### src/rtl/stack_pkg.sv
// Shared widths, defaults and arbiter state encoding
// for the operating_unit stack processor slice.
package stack_pkg;

  localparam int ADDR_W      = 10;
  localparam int DATA_W      = 16;
  localparam int TIMEOUT_DEF = 4096;

  typedef enum logic [2:0] {
    S_IDLE,
    S_LOAD,
    S_START,
    S_RUN,
    S_ABORT,
    S_DONE
  } arb_state_t;

endpackage

### src/rtl/rr_arbiter2.sv
// Two-way round-robin pick: a lone requester always wins,
// a tie goes to the requester named by prio_i.
module rr_arbiter2 (
  input  logic [1:0] req_i,
  input  logic       prio_i,
  output logic [1:0] win_o
);

  // one-hot winner, or zero when nobody asks
  always_comb begin
    win_o = req_i;
    if (req_i == 2'b11) begin
      win_o = prio_i ? 2'b10 : 2'b01;
    end
  end

endmodule

### src/rtl/op_unit_arbiter.sv
// Shares one operating_unit core between two hosts:
// grant, program load, run handshake, watchdog abort.
module op_unit_arbiter
  import stack_pkg::*;
#(
  parameter int TIMEOUT = TIMEOUT_DEF
) (
  input  logic                   clk,
  input  logic                   nrst,
  input  logic [1:0]             req,
  input  logic [1:0]             go,
  input  logic [1:0]             wr,
  input  logic [1:0][ADDR_W-1:0] addr,
  input  logic [1:0][DATA_W-1:0] datain,
  output logic [1:0]             grant,
  output logic [1:0]             done,
  output logic [1:0]             err,
  output logic [DATA_W-1:0]      result,
  output logic                   core_wr,
  output logic                   core_start,
  output logic [ADDR_W-1:0]      core_addr,
  output logic [DATA_W-1:0]      core_data,
  output logic                   core_nrst,
  input  logic                   core_ready,
  input  logic [DATA_W-1:0]      core_out
);

  localparam int TW = $clog2(TIMEOUT + 1);
  localparam logic [TW-1:0] TMAX = TW'(TIMEOUT);

  arb_state_t        state_q, state_d;
  logic [1:0]        grant_q, grant_d;
  logic              prio_q, prio_d;
  logic              abrt_q, abrt_d;
  logic [DATA_W-1:0] result_q, result_d;
  logic [TW-1:0]     timer_q, timer_d;
  logic [1:0]        win;
  logic              g;
  logic              abort;

  assign g = grant_q[1];

  rr_arbiter2 u_rr (
    .req_i  (req),
    .prio_i (prio_q),
    .win_o  (win)
  );

  // session sequencing: grant, load, start, run, finish
  always_comb begin
    state_d  = state_q;
    grant_d  = grant_q;
    prio_d   = prio_q;
    abrt_d   = abrt_q;
    result_d = result_q;
    timer_d  = timer_q;
    unique case (state_q)
      S_IDLE: begin
        if (req != 2'b00) begin
          grant_d = win;
          prio_d  = win[0];
          state_d = S_LOAD;
        end
      end
      S_LOAD: begin
        if (!req[g]) begin
          grant_d = 2'b00;
          state_d = S_IDLE;
        end else if (go[g]) begin
          abrt_d  = 1'b0;
          state_d = S_START;
        end
      end
      S_START: begin
        if (!core_ready) begin
          timer_d = '0;
          state_d = S_RUN;
        end
      end
      S_RUN: begin
        timer_d = timer_q + 1'b1;
        if (core_ready) begin
          result_d = core_out;
          state_d  = S_DONE;
        end else if (timer_d == TMAX) begin
          state_d = S_ABORT;
        end
      end
      S_ABORT: begin
        result_d = '0;
        abrt_d   = 1'b1;
        state_d  = S_DONE;
      end
      S_DONE: begin
        if (req[g]) begin
          state_d = S_LOAD;
        end else begin
          grant_d = 2'b00;
          state_d = S_IDLE;
        end
      end
      default: begin
        grant_d = 2'b00;
        state_d = S_IDLE;
      end
    endcase
  end

  // core-side muxing and host-side pulses
  always_comb begin
    abort      = (state_q == S_ABORT);
    core_nrst  = nrst & ~abort;
    core_start = (state_q == S_START);
    core_wr    = 1'b0;
    core_addr  = '0;
    core_data  = '0;
    if (state_q == S_LOAD) begin
      core_wr   = wr[g];
      core_addr = addr[g];
      core_data = datain[g];
    end
    done   = (state_q == S_DONE) ? grant_q : 2'b00;
    err    = done & {2{abrt_q}};
    grant  = grant_q;
    result = result_q;
  end

  // state registers with synchronous active-low reset
  always_ff @(posedge clk) begin
    if (!nrst) begin
      state_q  <= S_IDLE;
      grant_q  <= 2'b00;
      prio_q   <= 1'b0;
      abrt_q   <= 1'b0;
      result_q <= '0;
      timer_q  <= '0;
    end else begin
      state_q  <= state_d;
      grant_q  <= grant_d;
      prio_q   <= prio_d;
      abrt_q   <= abrt_d;
      result_q <= result_d;
      timer_q  <= timer_d;
    end
  end

endmodule

### config.mk
export PLATFORM = sky130hd
export DESIGN_NAME = op_unit_arbiter
export DESIGN_NICKNAME = d
export VERILOG_FILES = /design/src/rtl/stack_pkg.sv /design/src/rtl/rr_arbiter2.sv /design/src/rtl/op_unit_arbiter.sv
export SDC_FILE = /design/constraint.sdc
export NUM_CORES = 1
export LEC_CHECK = 0
export CORE_MARGIN = 10
export CORE_UTILIZATION = 44
export CTS_BUF_LIST = sky130_fd_sc_hd__clkbuf_2
export CTS_CLUSTER_SIZE = 10
export DETAILED_ROUTE_END_ITERATION = 10
export PLACE_DENSITY = 0.89
export SLEW_MARGIN = 25
export SYNTH_ARGS = -nofsm -noshare
export SYNTH_HDL_FRONTEND = slang
export SYNTH_HIERARCHICAL = 1
export SYNTH_SLANG_ARGS = --single-unit
export TNS_END_PERCENT = 100
### constraint.sdc
create_clock -name clk -period 3.2 [get_ports clk]
set_clock_uncertainty 0.15 [all_clocks]
set_input_delay 0.64 -clock clk [delete_from_list [all_inputs] [get_ports clk]]
set_output_delay 0.64 -clock clk [all_outputs]
set_load 0.05 [all_outputs]
==> results.ini, run 1 <==
[global_route]
antenna_found_initial=0
grt_overflow=0
grt_pass1_wl_mm=14.0
grt_pass1_vias=2626
grtUsageTotal_pct=19.6
grt_max_degree=28

[hold_path]
holdPathStages=2
hold_end=result[11]
hold_start=result[11]
hp-class=register to register

[critical_path]
crit_type=register to primary output
r2r_slack_ns=0.82
worstPathArrival_ns=2.27
critPathMaxStageDelay_ns=0.87
cp.required_ns=2.41
cp-start-kind=register
reg2reg_depth=5
cp_slowest_cell=clkdlybuf4s50_1
r2r_start=grant[1]
worstPathCellList=inv_1 > nor3_1 > clkdlybuf4s50_1
rr_endpoint=state_q[0]
endpoint_kind=primary output
critPathMaxFanout=12

[floorplan]
initial_core_util_pct=45.0
die_w_um=94.8
coreArea_sq_mm=0.00547
std_cell_rows=27
ios=128
die_area_sq_mm=0.00899
die_h_um=94.8

[final_layout]
layout-drive-gt1-share_pct=13.6
antenna_cells=0
multi_input_area_sq_mm=0.00152
layout.cells.non_filler=491
design_area_sq_mm=0.00409
syn2layout_area_growth_pct=66.2
fin_util_pct=74.8
seq_area_sq_um=721
fillCellCount=389
final_nets=497

[power_and_ir_drop]
report.power.total_mw=2.16
power_density_mw_per_mm2=528
power.leakage_nw=1.52
ir_worst_vdd_mv=0.315

[yosys]
netlist_instances=306
synth_warnings=6
synth_nets=385
netlist_area_sq_mm=0.00246
synth_cell_type_count=58
ys.flop_type=dfxtp_1
synth_top_area_share_pct=29.3
synth_area_per_cell_sq_um=8.05
synth_edf_count=0
yosys.area.top_type=dfxtp_1
synth.area.top_cells=dfxtp_1 29%, mux2i_1 12%, nor2_1 6.4%
ys_top_cells_by_count=42 x nor2_1, 36 x dfxtp_1, 30 x mux2i_1
postSynth.asyncResetShare_pct=0
yosysSeqAreaShare_pct=29.3
synth_seq_cells=36
synth.most_common_cell=nor2_1

[sta]
hold_viol=0
setup_ws_ns=0.138
holdWs_ns=0.335
grt_setup_unrepaired=false
fmax_mhz=327
fin_crit_sh_pct=95.7
max_slew_margin_pct=50.2
fin_setup_tns_ns=0
worst_pin_slew_ns=0.746
setup_viol=0
finalMaxSlewViolations=0
period_minus_slack_ns=3.06

[status]
status=finished clean

[routing]
post_drt_wl_per_cell_um=19.5
vias_per_cell=5.48
route.detailed.drc=0
final_antenna_net_count=0
drtPass1Iterations=4
via_count=2689
drt-total-wl_mm=9.58
drtIter0Drc=208

[placement]
post_dp_cell_area_sq_mm=0.00398
post-place-cells=483
dp_hpwl_mm=7.42
port_buffers=127
post-place-ws_ns=0.536
routabilityCongestion=0.886

[clock_network]
cts_sinks=36
cts_tree=yes
clock_latency_ns=0.40
clockRootBuffer=clkbuf_2
htree_levels=2
cts_made_buffers=5
hold_buffers=0
clock_path_buffers=2
path_clk_slew_ns=0.20

[job]
maxCapViolCount=0

==> where the power goes <==
part           leakage, nW  total [mW]  switching (mW)  internal, mW
Clock               0.0632       0.450           0.161         0.289
Combinational         1.16        1.19           0.662         0.523
Sequential           0.291       0.527          0.0498         0.477
Total                 1.52        2.16           0.874          1.29
==> worst max-delay path: cells and delay by family (launching register included) <==
| family | cells | cell delay, ns |
|---|---|---|
| buf+inv | 2 | 1.04 |
| flops | 1 | 0.60 |
| simple gates | 1 | 0.24 |
==> sequential cells by signal, indices dropped and copies added (netlist names) <==
signal and count:
result 16, timer_q 13, state_q 3, abrt_q 1
grant 2, prio_q 1
==> how the worst max path moves through the flow <==
stage,start,endpoint
after floorplan,grant[1],core_addr[0]
after global placement,state_q[0],err[0]
after detailed placement,state_q[0],err[0]
after CTS,state_q[0],err[0]
after global routing,state_q[1],core_start
final,state_q[1],core_start
==> layout by cell type (no fill, tap or decap), types with 4 or more instances in the layout <==
| cell type | instances |
|---|---|
| buf_12 | 32 |
| nand2b_1 | 4 |
| clkdlybuf4s50_1 | 95 |
| a21boi_1 | 4 |
| nand3_1 | 17 |
| and2_1 | 6 |
| nand2_1 | 27 |
| a311oi_1 | 4 |
| dfxtp_1 | 36 |
| clkbuf_2 | 5 |
| a21oi_1 | 20 |
| nand3b_1 | 4 |
| inv_1 | 5 |
| nor3_1 | 5 |
| a22oi_1 | 4 |
| nor2_1 | 42 |
| mux2i_1 | 30 |
| o211ai_1 | 5 |
| and3_1 | 4 |
| a21boi_0 | 9 |
| o21ai_0 | 10 |
==> cell families after synthesis <==
family / synth area share (%)
and+or+nand+nor: 27.5
xor gates and xnor gates: 0.712
adders and majority gates: 1.02
buffers and inverters: 8.94
muxes: 12.7
DFF: 29.3
AOI/OAI and AO/OA: 19.9
==> layer usage <==
| metal | vias to the layer above | track usage, % | wire length, um |
|---|---|---|---|
| met2 | 88 | 36.5 | 5430 |
| met1 | 1268 | 20.9 | 3390 |
| li1 | 1319 | - | - |
| met5 | - | 0 | 0 |
| met3 | 14 | 4.60 | 555 |
| met4 | 0 | 7.48 | 210 |
==> final cells by class <==
type / count / share of cell area (%)
clock inverter: 3 / 2.20
inverter: 5 / 0.459
sequential: 36 / 17.6
multi-input combinational: 239 / 37.2
tap: 72 / 2.20
clock buffer: 5 / 0.611
timing repair buffer: 131 / 39.7
==> what timing repair did <==
item,in CTS,in global routing
endpoints found under the setup margin,0,1
setup buffers,0,0
resized for setup,0,1
No activity file was read; power rests on OpenSTA's default activity.
==> inputs of run 2 (changes only) <==
CORE_MARGIN = unset   (was 10)
==> run 2 against run 1 <==
Effect of this change: register-to-register slack better by 0.11 ns; routed wire length is 23% lower; setup slack better by 0.017 ns; final cell count is 0.61% lower; non-clock buffer count is 1 lower; combinational power is 21% lower.
==> results.ini, run 2 (synthesis results as in run 1) <==
[status]
status=finished clean  ; unchanged

[global_route]
grtUsageTotal_pct=25.0  ; was 19.6%
grt_pass1_vias=2541  ; was 2626
grt_pass1_wl_mm=11.9  ; was 14.0 mm
antenna_found_initial=0  ; unchanged
grt_max_degree=28  ; unchanged
grt_overflow=0  ; unchanged

[clock_network]
clockRootBuffer=clkbuf_2  ; unchanged
cts_sinks=36  ; unchanged
clock_path_buffers=2  ; unchanged
hold_buffers=0  ; unchanged
path_clk_slew_ns=0.19  ; was 0.20 ns
htree_levels=2  ; unchanged
cts_made_buffers=5  ; unchanged
clock_latency_ns=0.40  ; about the same
cts_tree=yes  ; unchanged

[final_layout]
layout-drive-gt1-share_pct=13.4  ; was 13.6%
largest_reg_flops=16  ; unchanged
fin_util_pct=69.8  ; was 74.8%
final_cell_mix=97 x clkdlybuf4s50_1, 42 x nor2_1, 35 x dfxtp_1, 31 x buf_4, 30 x mux2i_1  ; was 95 x clkdlybuf4s50_1, 42 x nor2_1, 36 x dfxtp_1, 32 x buf_12, 30 x mux2i_1
antenna_cells=0  ; unchanged
layout_commonest_cell=clkdlybuf4s50_1  ; unchanged
final_nets=496  ; was 497
fillCellCount=423  ; was 389
syn2layout_area_growth_pct=48.4  ; was 66.2%

[critical_path]
critPathMaxFanout=10  ; was 12
r2r_start=grant[1]  ; unchanged
cp.required_ns=2.41  ; about the same
worstPathArrival_ns=2.25  ; was 2.27 ns
crit_type=register to primary output  ; unchanged
endpoint_kind=primary output  ; unchanged
critPathLaunch=state_q[0]  ; was state_q[1]
cp-start-kind=register  ; unchanged

[hold_path]
hp-class=register to register  ; unchanged
hold_start=result[12]  ; was result[11]

[power_and_ir_drop]
power_density_mw_per_mm2=480  ; was 528 mW/mm^2
power.leakage_nw=1.39  ; was 1.52 nW
ir_worst_vdd_mv=0.313  ; was 0.315 mV
report.power.total_mw=1.75  ; was 2.16 mW

[floorplan]
initial_core_util_pct=47.0  ; was 45.0%
ios=128  ; unchanged
die_w_um=76.8  ; was 94.8 um
std_cell_rows=26  ; was 27
coreArea_sq_mm=0.00524  ; was 0.00547 sq mm
die_h_um=76.8  ; was 94.8 um
die_area_sq_mm=0.00590  ; was 0.00899 sq mm

[routing]
vias_per_cell=5.45  ; was 5.48
drtPass1Iterations=7  ; was 4
via_count=2660  ; was 2689
drtIter0Drc=81  ; was 208
drt-total-wl_mm=7.42  ; was 9.58 mm
route.detailed.drc=0  ; unchanged
post_drt_wl_per_cell_um=15.2  ; was 19.5 um
final_antenna_net_count=0  ; unchanged

[sta]
max_slew_margin_pct=52.7  ; was 50.2%
grt_setup_unrepaired=false  ; unchanged
finalMaxSlewViolations=0  ; unchanged
fin_setup_tns_ns=0  ; unchanged
holdWs_ns=0.328  ; was 0.335 ns
setup_viol=0  ; unchanged
worst_pin_slew_ns=0.709  ; was 0.746 ns
period_minus_slack_ns=3.04  ; was 3.06 ns
fin_crit_sh_pct=95.2  ; was 95.7%
hold_viol=0  ; unchanged
setup_ws_ns=0.155  ; was 0.138 ns
fmax_mhz=328  ; was 327 MHz

[placement]
post-place-ws_ns=0.535  ; was 0.536 ns
dp_hpwl_mm=5.56  ; was 7.42 mm
routabilityCongestion=0.847  ; was 0.886
port_buffers=127  ; unchanged

[job]
maxCapViolCount=0  ; unchanged

[run 2: cell count changes in the layout (fill, tap and decap cells not counted), sizes merged]
cell	delta
clkinv	+1
bufinv	-2
clkbuf	+1
clkdlybuf4s50	+2
buf	-3
[run 2: power by group]
group	switching (mW)	internal, mW
combinational	0.603	0.334
clock	0.156	0.134
sequential	0.0492	0.477
[run 2: what timing repair did]
item	in CTS	in global routing
setup buffers	0	0
gates resized for setup	0	2
setup endpoints to repair	0	27
[run 2: worst paths after layout]
path                      to  slack, ns  cells past startpoint
setup / recovery     done[1]       0.16                      3
setup reg to reg  state_q[0]       0.93                      5
hold reg to reg   result[12]       0.33                      2
hold / removal    result[12]       0.33                      2
[run 2: cell type report]
| cell class | instances | area (sq um) | area share, % |
|---|---|---|---|
| flip-flops and latches | 36 | 722 | 19.8 |
| clock buffers | 6 | 30.0 | 0.822 |
| repair buffers | 130 | 1240 | 33.8 |
| well taps | 70 | 87.6 | 2.40 |
| clock inverters | 2 | 35.0 | 0.959 |
| inverters | 5 | 18.8 | 0.514 |
| multi-input cells | 239 | 1520 | 41.7 |
[run 2: worst max-delay path: stages (launching register included)]
cell and delay (ns):
dfxtp_1 0.49, nor2b_1 0.31, and3_1 0.25, clkdlybuf4s50_1 0.81
[run 2: routing by layer]
metal / vias up / GRT usage (%) / part of all wire (%)
met2: 101 / 44.0 / 50
met4: 0 / 9.04 / 2.5
li1: 1321 / - / -
met1: 1216 / 29.3 / 42
met5: - / 0 / 0
met3: 22 / 5.71 / 6.1
[run 2: stage by stage]
step                instance area [sq um]  cells
finish                               3650    488
global route                         3650    488
CTS                                  3650    488
detailed placement                   3580    480
global placement                     3580    480
floorplan                            2460    306
